### config.mk
export PLATFORM = sky130hd
export DESIGN_NAME = chip_74109_emulator_flat
export DESIGN_NICKNAME = d
export VERILOG_FILES = /design/src/rtl/chip_74109_emulator_pkg.sv /design/src/rtl/chip_74109_emulator_if.sv /design/src/rtl/chip_74109_emulator_ff_core.sv /design/src/rtl/chip_74109_emulator.sv /design/src/flat_wrapper.sv
export SDC_FILE = /design/constraint.sdc
export NUM_CORES = 1
export LEC_CHECK = 0
export BUFFER_PORTS_ARGS = -buffer_cell sky130_fd_sc_hd__clkbuf_2
export CORE_ASPECT_RATIO = 0.7
export CORE_UTILIZATION = 47
export DETAILED_ROUTE_END_ITERATION = 10
export PLACE_DENSITY = 0.71
export SKIP_LAST_GASP = 1
export SLEW_MARGIN = 25
export SYNTH_ARGS = -nofsm -noshare
export SYNTH_HDL_FRONTEND = slang
export SYNTH_SLANG_ARGS = --single-unit
### constraint.sdc
create_clock -name Clk -period 1.7 [get_ports Clk]
set_input_delay 0.17 -clock Clk [delete_from_list [all_inputs] [get_ports Clk]]
set_output_delay 0.17 -clock Clk [all_outputs]
set_load 0.01 [all_outputs]
### src/rtl/chip_74109_emulator_pkg.sv
// Shared types and constants for the 74109 socket emulator.
// Pure declarations: no latency and no backpressure.
package chip_emu_pkg;

  typedef enum logic [2:0] {
    FLT_NONE      = 3'd0,
    FLT_P3_SA0    = 3'd1,
    FLT_P3_SA1    = 3'd2,
    FLT_P11_SA0   = 3'd3,
    FLT_P11_SA1   = 3'd4,
    FLT_P6_EQ_P3  = 3'd5,
    FLT_NO_TOGGLE = 3'd6,
    FLT_SWAP      = 3'd7
  } fault_e;

  typedef enum logic [2:0] {
    ACT_CLR,
    ACT_HOLD,
    ACT_TOGGLE,
    ACT_SET,
    ACT_RESET
  } jk_action_e;

  localparam logic [7:0] EDGE_CNT_MAX = 8'd255;

  // CLR_n dominates; J/K_n only matter on an accepted rising edge.
  function automatic jk_action_e jk_decode(input logic clr_n, input logic edge_seen,
                                           input logic j, input logic k_n,
                                           input logic toggle_inhibit);
    jk_action_e act;
    act = ACT_HOLD;
    if (!clr_n) begin
      act = ACT_CLR;
    end else if (edge_seen) begin
      case ({j, k_n})
        2'b00:   act = ACT_RESET;
        2'b01:   act = ACT_HOLD;
        2'b10:   act = toggle_inhibit ? ACT_HOLD : ACT_TOGGLE;
        default: act = ACT_SET;
      endcase
    end
    return act;
  endfunction

endpackage

### src/rtl/chip_74109_emulator_if.sv
// Socket pin bundle between the board checker (master) and the emulated 74109 (slave).
// Wires only: no latency and no backpressure.
interface chip_74109_emulator_if;
  logic       Pin1;
  logic       Pin2;
  logic       Pin4;
  logic       Pin5;
  logic       Pin13;
  logic       Pin12;
  logic       Pin10;
  logic       Pin9;
  logic       Pin3;
  logic       Pin6;
  logic       Pin11;
  logic       Pin8;
  logic [2:0] FaultSel;
  logic       ClearCnt;
  logic [7:0] EdgeCount;

  modport master (
    output Pin1, Pin2, Pin4, Pin5, Pin13, Pin12, Pin10, Pin9, FaultSel, ClearCnt,
    input  Pin3, Pin6, Pin11, Pin8, EdgeCount
  );

  modport slave (
    input  Pin1, Pin2, Pin4, Pin5, Pin13, Pin12, Pin10, Pin9, FaultSel, ClearCnt,
    output Pin3, Pin6, Pin11, Pin8, EdgeCount
  );
endinterface

### src/rtl/chip_74109_emulator_ff_core.sv
// One JK-bar flop: rising-edge detect on the synced CLK pin plus the state flop.
// Q updates one cycle after the synced edge appears; no backpressure.
module jkbar_ff_core
  import chip_emu_pkg::*;
(
  input  logic clk,
  input  logic rst_n,
  input  logic clr_n_i,
  input  logic j_i,
  input  logic k_n_i,
  input  logic clk_pin_i,
  input  logic toggle_inhibit_i,
  output logic q_o,
  output logic edge_accepted_o
);

  logic       clk_prev_q;
  logic       q_q;
  logic       q_d;
  logic       edge_seen;
  jk_action_e act;

  assign edge_seen = clk_pin_i & ~clk_prev_q;

  always_comb begin
    act = jk_decode(clr_n_i, edge_seen, j_i, k_n_i, toggle_inhibit_i);
    q_d = q_q;
    case (act)
      ACT_CLR, ACT_RESET: q_d = 1'b0;
      ACT_TOGGLE:         q_d = ~q_q;
      ACT_SET:            q_d = 1'b1;
      default:            q_d = q_q;
    endcase
  end

  always_ff @(posedge clk or negedge rst_n) begin
    if (!rst_n) begin
      clk_prev_q <= 1'b0;
      q_q        <= 1'b0;
    end else begin
      clk_prev_q <= clk_pin_i;
      q_q        <= q_d;
    end
  end

  assign q_o             = q_q;
  // An edge masked by an active clear is not an accepted edge.
  assign edge_accepted_o = edge_seen & clr_n_i;

endmodule

### src/rtl/chip_74109_emulator.sv
// Behavioural 74109 (dual JK-bar flop) for the checker socket, with fault injection.
// Pin to output latency SYNC_STAGES + 1 + OUT_DELAY cycles; no backpressure.
module chip_74109_emulator
  import chip_emu_pkg::*;
#(
  parameter int SYNC_STAGES = 2,
  parameter int OUT_DELAY   = 0
) (
  input  logic                  Clk,
  input  logic                  Reset,
  chip_74109_emulator_if.slave  pins
);

  localparam int SYNC_N = (SYNC_STAGES < 2) ? 2 : SYNC_STAGES;

  logic [7:0] pin_raw;
  logic [7:0] pin_sync;
  logic [7:0] sync_q [SYNC_N];
  fault_e     fault_q;
  logic [7:0] cnt_q;
  logic [7:0] cnt_d;
  logic       q1;
  logic       q2;
  logic       acc1;
  logic       acc2;
  logic [1:0] q_now;
  logic [1:0] q_dly;
  logic [1:0] inc;
  logic [8:0] cnt_sum;
  logic       p3, p6, p11, p8;

  // Bit order: {CLK2, K_n2, J2, CLR_n2, CLK1, K_n1, J1, CLR_n1}.
  assign pin_raw = {pins.Pin9, pins.Pin10, pins.Pin12, pins.Pin13,
                    pins.Pin5, pins.Pin4, pins.Pin2, pins.Pin1};

  always_ff @(posedge Clk or negedge Reset) begin
    if (!Reset) begin
      for (int i = 0; i < SYNC_N; i++) sync_q[i] <= '0;
    end else begin
      sync_q[0] <= pin_raw;
      for (int i = 1; i < SYNC_N; i++) sync_q[i] <= sync_q[i-1];
    end
  end

  assign pin_sync = sync_q[SYNC_N-1];

  jkbar_ff_core u_ff1 (
    .clk              (Clk),
    .rst_n            (Reset),
    .clr_n_i          (pin_sync[0]),
    .j_i              (pin_sync[1]),
    .k_n_i            (pin_sync[2]),
    .clk_pin_i        (pin_sync[3]),
    .toggle_inhibit_i (fault_q == FLT_NO_TOGGLE),
    .q_o              (q1),
    .edge_accepted_o  (acc1)
  );

  jkbar_ff_core u_ff2 (
    .clk              (Clk),
    .rst_n            (Reset),
    .clr_n_i          (pin_sync[4]),
    .j_i              (pin_sync[5]),
    .k_n_i            (pin_sync[6]),
    .clk_pin_i        (pin_sync[7]),
    .toggle_inhibit_i (1'b0),
    .q_o              (q2),
    .edge_accepted_o  (acc2)
  );

  assign q_now = {q2, q1};

  if (OUT_DELAY == 0) begin : g_no_dly
    assign q_dly = q_now;
  end else begin : g_dly
    logic [1:0] dly_q [OUT_DELAY];
    always_ff @(posedge Clk or negedge Reset) begin
      if (!Reset) begin
        for (int i = 0; i < OUT_DELAY; i++) dly_q[i] <= '0;
      end else begin
        dly_q[0] <= q_now;
        for (int i = 1; i < OUT_DELAY; i++) dly_q[i] <= dly_q[i-1];
      end
    end
    assign q_dly = dly_q[OUT_DELAY-1];
  end

  always_comb begin
    inc     = {1'b0, acc1} + {1'b0, acc2};
    cnt_sum = {1'b0, cnt_q} + {7'b0, inc};
    cnt_d   = cnt_q;
    if (pins.ClearCnt) begin
      cnt_d = '0;
    end else if (cnt_sum > {1'b0, EDGE_CNT_MAX}) begin
      cnt_d = EDGE_CNT_MAX;
    end else begin
      cnt_d = cnt_sum[7:0];
    end
  end

  always_ff @(posedge Clk or negedge Reset) begin
    if (!Reset) begin
      cnt_q   <= '0;
      fault_q <= FLT_NONE;
    end else begin
      cnt_q   <= cnt_d;
      fault_q <= fault_e'(pins.FaultSel);
    end
  end

  // Output-only faults touch nothing but this mux, so state stays correct.
  always_comb begin
    p3  = q_dly[0];
    p6  = ~q_dly[0];
    p11 = q_dly[1];
    p8  = ~q_dly[1];
    case (fault_q)
      FLT_P3_SA0:   p3  = 1'b0;
      FLT_P3_SA1:   p3  = 1'b1;
      FLT_P11_SA0:  p11 = 1'b0;
      FLT_P11_SA1:  p11 = 1'b1;
      FLT_P6_EQ_P3: p6  = q_dly[0];
      FLT_SWAP: begin
        p3  = q_dly[1];
        p6  = ~q_dly[1];
        p11 = q_dly[0];
        p8  = ~q_dly[0];
      end
      default: ;
    endcase
  end

  assign pins.Pin3      = p3;
  assign pins.Pin6      = p6;
  assign pins.Pin11     = p11;
  assign pins.Pin8      = p8;
  assign pins.EdgeCount = cnt_q;

endmodule

### src/flat_wrapper.sv
// flat-port wrapper written by rule: the top's interface ports become plain ports
module chip_74109_emulator_flat import chip_emu_pkg::*;
#(
  parameter int SYNC_STAGES = 2,
  parameter int OUT_DELAY   = 0
)
  (Clk, Reset, pins_Pin1, pins_Pin2, pins_Pin4, pins_Pin5, pins_Pin13, pins_Pin12, pins_Pin10, pins_Pin9, pins_FaultSel, pins_ClearCnt, pins_Pin3, pins_Pin6, pins_Pin11, pins_Pin8, pins_EdgeCount);
  chip_74109_emulator_if pins_i ();
  input  logic Clk;
  input  logic Reset;
  input wire logic [$bits(pins_i.Pin1)-1:0] pins_Pin1;
  input wire logic [$bits(pins_i.Pin2)-1:0] pins_Pin2;
  input wire logic [$bits(pins_i.Pin4)-1:0] pins_Pin4;
  input wire logic [$bits(pins_i.Pin5)-1:0] pins_Pin5;
  input wire logic [$bits(pins_i.Pin13)-1:0] pins_Pin13;
  input wire logic [$bits(pins_i.Pin12)-1:0] pins_Pin12;
  input wire logic [$bits(pins_i.Pin10)-1:0] pins_Pin10;
  input wire logic [$bits(pins_i.Pin9)-1:0] pins_Pin9;
  input wire logic [$bits(pins_i.FaultSel)-1:0] pins_FaultSel;
  input wire logic [$bits(pins_i.ClearCnt)-1:0] pins_ClearCnt;
  output wire logic [$bits(pins_i.Pin3)-1:0] pins_Pin3;
  output wire logic [$bits(pins_i.Pin6)-1:0] pins_Pin6;
  output wire logic [$bits(pins_i.Pin11)-1:0] pins_Pin11;
  output wire logic [$bits(pins_i.Pin8)-1:0] pins_Pin8;
  output wire logic [$bits(pins_i.EdgeCount)-1:0] pins_EdgeCount;
  assign pins_i.Pin1 = pins_Pin1;
  assign pins_i.Pin2 = pins_Pin2;
  assign pins_i.Pin4 = pins_Pin4;
  assign pins_i.Pin5 = pins_Pin5;
  assign pins_i.Pin13 = pins_Pin13;
  assign pins_i.Pin12 = pins_Pin12;
  assign pins_i.Pin10 = pins_Pin10;
  assign pins_i.Pin9 = pins_Pin9;
  assign pins_i.FaultSel = pins_FaultSel;
  assign pins_i.ClearCnt = pins_ClearCnt;
  assign pins_Pin3 = pins_i.Pin3;
  assign pins_Pin6 = pins_i.Pin6;
  assign pins_Pin11 = pins_i.Pin11;
  assign pins_Pin8 = pins_i.Pin8;
  assign pins_EdgeCount = pins_i.EdgeCount;
  chip_74109_emulator #(.SYNC_STAGES(SYNC_STAGES), .OUT_DELAY(OUT_DELAY)) u_core (.Clk(Clk), .Reset(Reset), .pins(pins_i));
endmodule
; ---- Word level (Yosys, flattened, before mapping)
; Cells that the tools add are included.
[classes]
add_sub_neg = 2
order_cmp = 1
n_eq_ne = 17
mux = 15
n_bitwise = 8
reduce_logical = 8
[ops]
columns = operator, n
row1 = equality test 3 x 2 -> 1 bit (second input constant), 6
row2 = equality test 3 bit (second input constant), 6
row3 = one-hot mux 3 bit (3 select lines), 2
row4 = two-way mux 8 bit, 2
row5 = two-way mux 3 bit, 4
row6 = one-hot mux 1 bit (3 select lines), 4
row7 = adder 8 x 2 -> 9 bit, 1
row8 = greater-than comparator 9 x 8 -> 1 bit (second input constant), 1
row9 = zero test 3 bit, 2
row10 = nonzero test 3 bit, 2
row11 = bitwise AND 1 bit, 4
row12 = equality test 2 x 1 -> 1 bit (second input constant), 2
row13 = equality test 2 bit (second input constant), 2
row14 = zero test 2 bit, 2
row15 = NOT 1 bit, 4
row16 = OR reduction 2 bit, 2
row17 = equality test 3 x 1 -> 1 bit (second input constant), 1
row18 = adder 1 x 1 -> 2 bit, 1
row19 = two-way mux 2 bit, 1
row20 = one-hot mux 1 bit (2 select lines), 1
row21 = two-way mux 1 bit, 1
[word_totals]
regBits = 31
output_inout_bits = 12

; ---- Logic depth before layout (Yosys ltp)
[logic_depth]
depth_word = 8
depth_mapped = 9
mapped_depth_nobuf = 8

; ---- Modules after synthesis
; From an unflattened synthesis, not the netlist that was laid out.
[unflattened]
cells_unflattened = 98
hier_area_um2 = 1232.4
[by_module_without_submodules]
columns = mod, n_inst, cells_each, area_per_inst_um2, seq_area_each_um2
row1 = chip_74109_emulator, 1, 76, 1002.2, 675.6
row2 = jkbar_ff_core, 2, 11, 115.1, 50.0

; ---- Least setup slack after synthesis
; No wires, ideal clock.
[synth_timing]
path_type = register to register
startpoint = register u_core.u_ff1.clk_prev_q
endpoint = register u_core.cnt_q[6] (netlist: u_core.pins.EdgeCount[6])
setup_time_ns = 0.132
t_arrival_ns = 1.753
required_ns = 1.568
setup_slack_ns = -0.185
stages_incl_launch_ff = 10
synth_period_minus_slack_ns = 1.885
cell_sequence = dfrtp_1 > nor2b_1 > nand2_1 > fa_1 > inv_1 > ha_1 > and3_1 > clkbuf_2 > and4_1 > nor3_1
[synth_via]
elab_chain_cells = 8
[synth_lines]
columns = element, line
row1 = "start, declared", chip_74109_emulator_ff_core.sv:17  ; logic clk_prev_q;
row2 = "start signal, assigned", chip_74109_emulator_ff_core.sv:41  ; clk_prev_q <= clk_pin_i;
row3 = NOT 1 bit (*), chip_74109_emulator_ff_core.sv:23  ; assign edge_seen = clk_pin_i & ~clk_prev_q;
row4 = bitwise AND 1 bit (*), chip_74109_emulator_ff_core.sv:23
row5 = bitwise AND 1 bit (*), chip_74109_emulator_ff_core.sv:48  ; assign edge_accepted_o = edge_seen & clr_n_i;
row6 = adder 1 x 1 -> 2 bit (*), chip_74109_emulator.sv:89  ; inc = {1'b0, acc1} + {1'b0, acc2};
row7 = adder 8 x 2 -> 9 bit (*), chip_74109_emulator.sv:90  ; cnt_sum = {1'b0, cnt_q} + {7'b0, inc};
row8 = greater-than comparator 9 x 8 -> 1 bit, chip_74109_emulator.sv:94  ; end else if (cnt_sum > {1'b0, EDGE_CNT_MAX}) begin
row9 = two-way mux 8 bit (*), chip_74109_emulator.sv:94
row10 = two-way mux 8 bit (*), chip_74109_emulator.sv:92  ; if (pins.ClearCnt) begin
row11 = net u_core.cnt_d[6], chip_74109_emulator.sv:21  ; logic [7:0] cnt_d;
row12 = "end signal, assigned", chip_74109_emulator.sv:106  ; cnt_q <= cnt_d;
row13 = "end, declared", chip_74109_emulator.sv:20  ; logic [7:0] cnt_q;
; The timed path passes the listed nets; every way through them passes the cells marked *.
; A chain may end at the register's enable or synchronous reset.

; ---- Worst setup path in the final report
[layout_timing]
startpoint = register u_core.u_ff2.clk_prev_q
endpoint = register u_core.cnt_q[4] (netlist: u_core.pins.EdgeCount[4])
[layout_via]
elab_chain_cells = 8
[layout_lines]
columns = element, line
row1 = "start, declared", chip_74109_emulator_ff_core.sv:17
row2 = "start signal, assigned", chip_74109_emulator_ff_core.sv:41
row3 = NOT 1 bit (*), chip_74109_emulator_ff_core.sv:23
row4 = bitwise AND 1 bit (*), chip_74109_emulator_ff_core.sv:23
row5 = bitwise AND 1 bit (*), chip_74109_emulator_ff_core.sv:48
row6 = adder 1 x 1 -> 2 bit (*), chip_74109_emulator.sv:89
row7 = adder 8 x 2 -> 9 bit (*), chip_74109_emulator.sv:90
row8 = greater-than comparator 9 x 8 -> 1 bit, chip_74109_emulator.sv:94
row9 = two-way mux 8 bit (*), chip_74109_emulator.sv:94
row10 = two-way mux 8 bit (*), chip_74109_emulator.sv:92
row11 = net u_core.cnt_d[4], chip_74109_emulator.sv:21
; Marks and branches as above.

==> flow_summary_export.csv <==
group,metric,value,unit
status,status,"finished with violations",
status,violations,"setup timing",
clock_network,h-tree-depth,2,
cells_and_area,drive_above_1_share,38.2,%
yosys,synth_nets,114,
yosys,synth_seq_cells,31,
die,die_y,44.7,um
placed_design,portBuffers,25,
timing,fmax,568,MHz
hold_path,hp-class,"input port to register",
setup_path,required,1860,ps
clock_network,clk_latency,280,ps
routing,ant_nets,0,
setup_path,startpoint_type,"register",
timing,period_share,104,%
yosys,yosys.cell_types.count,35,
global_route,grt_usage,18.9,%
placed_design,dp.cells,156,
yosys,ys_warn_count,0,
routing,vias_per_cell,5.06,
cells_and_area,fillerInstances,191,
cells_and_area,layout.nets,159,
setup_path,crit_family,"simple AND/OR/NAND/NOR gates",
placed_design,place.gp.congestion,0.753,
timing,finalSetupTns,-145,ps
timing,hold_ws,196,ps
setup_path,critPathKind,"register to register",
cells_and_area,diodes,0,
routing,wirelength,2400,um
timing,clock_skew,2.50,ps
global_route,grt.overflow.total,0,
die,coreArea,2460,um2
pwr,combPwrFrac,6.9,%
pwr,p_clk_share,47.8,%
cells_and_area,syn_to_final_growth,41.2,%
routing,vias,901,
timing,slew_violations,0,
yosys,ys_seq_area_share,63.3,%
cells_and_area,final_cells,178,
pwr,p_leak,0.831,nW
global_route,grt_pass1_vias,823,
timing,min_period,1760,ps
setup_path,critPathSlowestCell,"dfrtp_1",
pwr,total_power,0.00176,W
global_route,grt_max_degree,32,
routing,wl_per_cell,13.5,um
yosys,yosys.area.top_type,"dfrtp_1",
yosys,synth.avg_cell_area,12.5,um2
yosys,synthCells,98,
timing,setup_viol,4,
yosys,ys_top_cells_by_area,"dfrtp_1, a21oi_1, mux2i_1, nor2b_1, inv_1",
setup_path,cp_cell_sequence,"nor2b_4 > nand2_2 > fa_2 > inv_2 > ha_4 > and3_4 > nor2b_2 > a211oi_2",
clock_network,clock-sinks,31,
timing,layout_setup_ws,-59.8,ps
pwr,irDropWorstVdd,0.564,mV
flow_run,max-cap-violations,0,
timing,worstMarginPinSlew,729,ps
setup_path,path_max_fanout,7,
clock_network,clkSlewWorstSetupHoldPaths,60,ps
yosys,synth_top_area_share,63.3,%
timing,relSlewSlack,51.4,%
clock_network,clockBufferDepth,2,
die,start_util,49.9,%
timing,rsz0062_at_grt,"yes",
global_route,grt_pass1_wl,3750,um
pwr,p_sw_share,19.3,%
routing,drt_pass1_iterations,4,
die,rows,15,
yosys,syn_area,1230,um2
routing,remaining_drc_errors,0,
setup_path,worst_setup_path_end_kind,"register",
setup_path,cp_slowest_stage_delay,400,ps
pwr,p_per_area,1020,nW/um2
setup_path,worst-endpoint-arrival,1920,ps
die,die-area,2820,um2
placed_design,hpwl,1520,um
die,ios,26,
clock_network,tritoncts,"built",
die,die_w,63.1,um
pwr,p_switching,0.000340,W
clock_network,numCtsBuffers,5,
setup_path,crit_buf_inv,1,
routing,drt_iter0_markers,53,
timing,finalHoldViolCount,0,
pwr,p_int,0.00142,W
global_route,antenna_found_initial,0,
pwr,pwr-share-seq,45.3,%
clock_network,cts-root-buf,"clkbuf_8",
cells_and_area,utilization,70.4,%
==> synthesized netlist by cell type, drive strengths merged <==
| library cell | n |
|---|---|
| a21boi | 1 |
| or3 | 1 |
| a21o | 1 |
| nand4b | 1 |
| inv | 6 |
| nand3 | 4 |
| nand2 | 6 |
| a211oi | 1 |
| buf | 4 |
| clkbuf | 1 |
| o21ai | 3 |
| nor2 | 3 |
| a22o | 1 |
| o2111a | 1 |
| and3 | 1 |
| fa | 1 |
| o211ai | 1 |
| nor2b | 4 |
| ha | 1 |
| dfrtp | 31 |
| o21bai | 1 |
| nor3b | 1 |
| nor4b | 2 |
| nor3 | 3 |
| nand3b | 2 |
| a21oi | 6 |
| nand2b | 1 |
| a31oi | 3 |
| xnor2 | 1 |
| mux2i | 3 |
| and4 | 2 |
==> placed cells by master (no fill, tap or decap), types with 3 or more instances in the layout <==
master and instances:
a21oi_1 5, nor3_1 3, a31oi_1 3, nand2_1 4
inv_1 5, o21ai_0 3, nand3_1 4, clkbuf_8 5
clkbuf_2 25, nor2_1 3, buf_4 5, dfrtp_1 31
dlygate4sd3_1 12, mux2i_1 3
==> layout make-up <==
cell class	instances	area (um2)	share of cell area, %
tap	34	42.5	2.46
timing repair buffer	43	294	17.0
sequential	31	776	44.8
multi-input combinational	56	464	26.8
inverter	6	22.5	1.30
clock inverter	2	60.1	3.47
clock buffer	6	72.6	4.19
==> cells by family (layout without fill, tap and decap cells) <==
| group | count (synthesis) | count (layout) | share of synthesized area (%) |
|---|---|---|---|
| AOI/OAI and AO/OA | 19 | 19 | 10.0 |
| xor gates and xnor gates | 1 | 1 | 0.714 |
| adders and majority gates | 2 | 2 | 2.65 |
| buffers and inverters | 11 | 57 | 4.28 |
| DFF | 31 | 31 | 63.3 |
| muxes | 3 | 3 | 2.45 |
| and+or+nand+nor | 31 | 31 | 16.6 |
==> worst paths after layout <==
| kind | depth (start not counted) | startpoint | slack (ps) | to |
|---|---|---|---|---|
| worst min register to register | 0 | u_core.sync_q[11]$_DFF_PN0_ | 350 | u_core.pin_sync[3]$_DFF_PN0_ |
| max in group asynchronous | 2 | Reset | 750 | u_core.sync_q[11]$_DFF_PN0_ |
| worst max-delay path | 8 | u_core.u_ff2.clk_prev_q$_DFF_PN0_ | -60 | u_core.pins.EdgeCount[4]$_DFF_PN0_ |
| worst min-delay path | 2 | pins_ClearCnt | 200 | u_core.pins.EdgeCount[2]$_DFF_PN0_ |
| min in group asynchronous | 2 | Reset | 480 | u_core.pins.EdgeCount[5]$_DFF_PN0_ |
| worst max register to register | 8 | u_core.u_ff2.clk_prev_q$_DFF_PN0_ | -60 | u_core.pins.EdgeCount[4]$_DFF_PN0_ |
==> through the flow <==
stage	worst slack (ps)	instance area, um2
6_report	-59.8	1730
5_1_grt	-153	1730
4_1_cts	-50.5	1710
3_5_place_dp	-145	1420
3_3_place_gp	-99.7	1420
2_1_floorplan	-57.0	1250
==> power by group through the flow <==
| stage | Combinational [W] | Clock (W) | Sequential (W) |
|---|---|---|---|
| 5_1_grt | 0.000136 | 0.000893 | 0.000801 |
| 3_3_place_gp | 0.0000939 | 0 | 0.000807 |
| 3_5_place_dp | 0.0000971 | 0 | 0.000808 |
| 4_1_cts | 0.000122 | 0.000862 | 0.000796 |
| 6_report | 0.000121 | 0.000842 | 0.000797 |
| 2_1_floorplan | 0.0000567 | 0 | 0.000798 |
==> sequential cells by signal, indices dropped and copies added, names as in the netlist <==
signal and cells:
u_core.u_ff2.q_o 1, u_core.u_ff1.q_o 1, u_core.pins.EdgeCount 8, u_core.u_ff1.clk_prev_q 1, u_core.fault_q 3, u_core.pin_sync 8, u_core.sync_q 8, u_core.u_ff2.clk_prev_q 1
==> metal layers <==
layer  global-route usage, %  vias up  share of wire (%)
li1                        -      431                  -
met1                    23.4      439                 46
met2                    28.2       24                 46
met3                    7.58        7                5.4
met4                    12.6        0                2.2
met5                       0        -                  0
==> what timing repair did <==
item | CTS | global route
endpoints found under the hold margin | 42 | 0
setup endpoints to repair | 8 | 8
buffers inserted | 2 | 0
gates resized for setup | 6 | 5
hold buffers | 12 | 0
pin swaps | 2 | 2
Power figures use the tool's default switching activity.
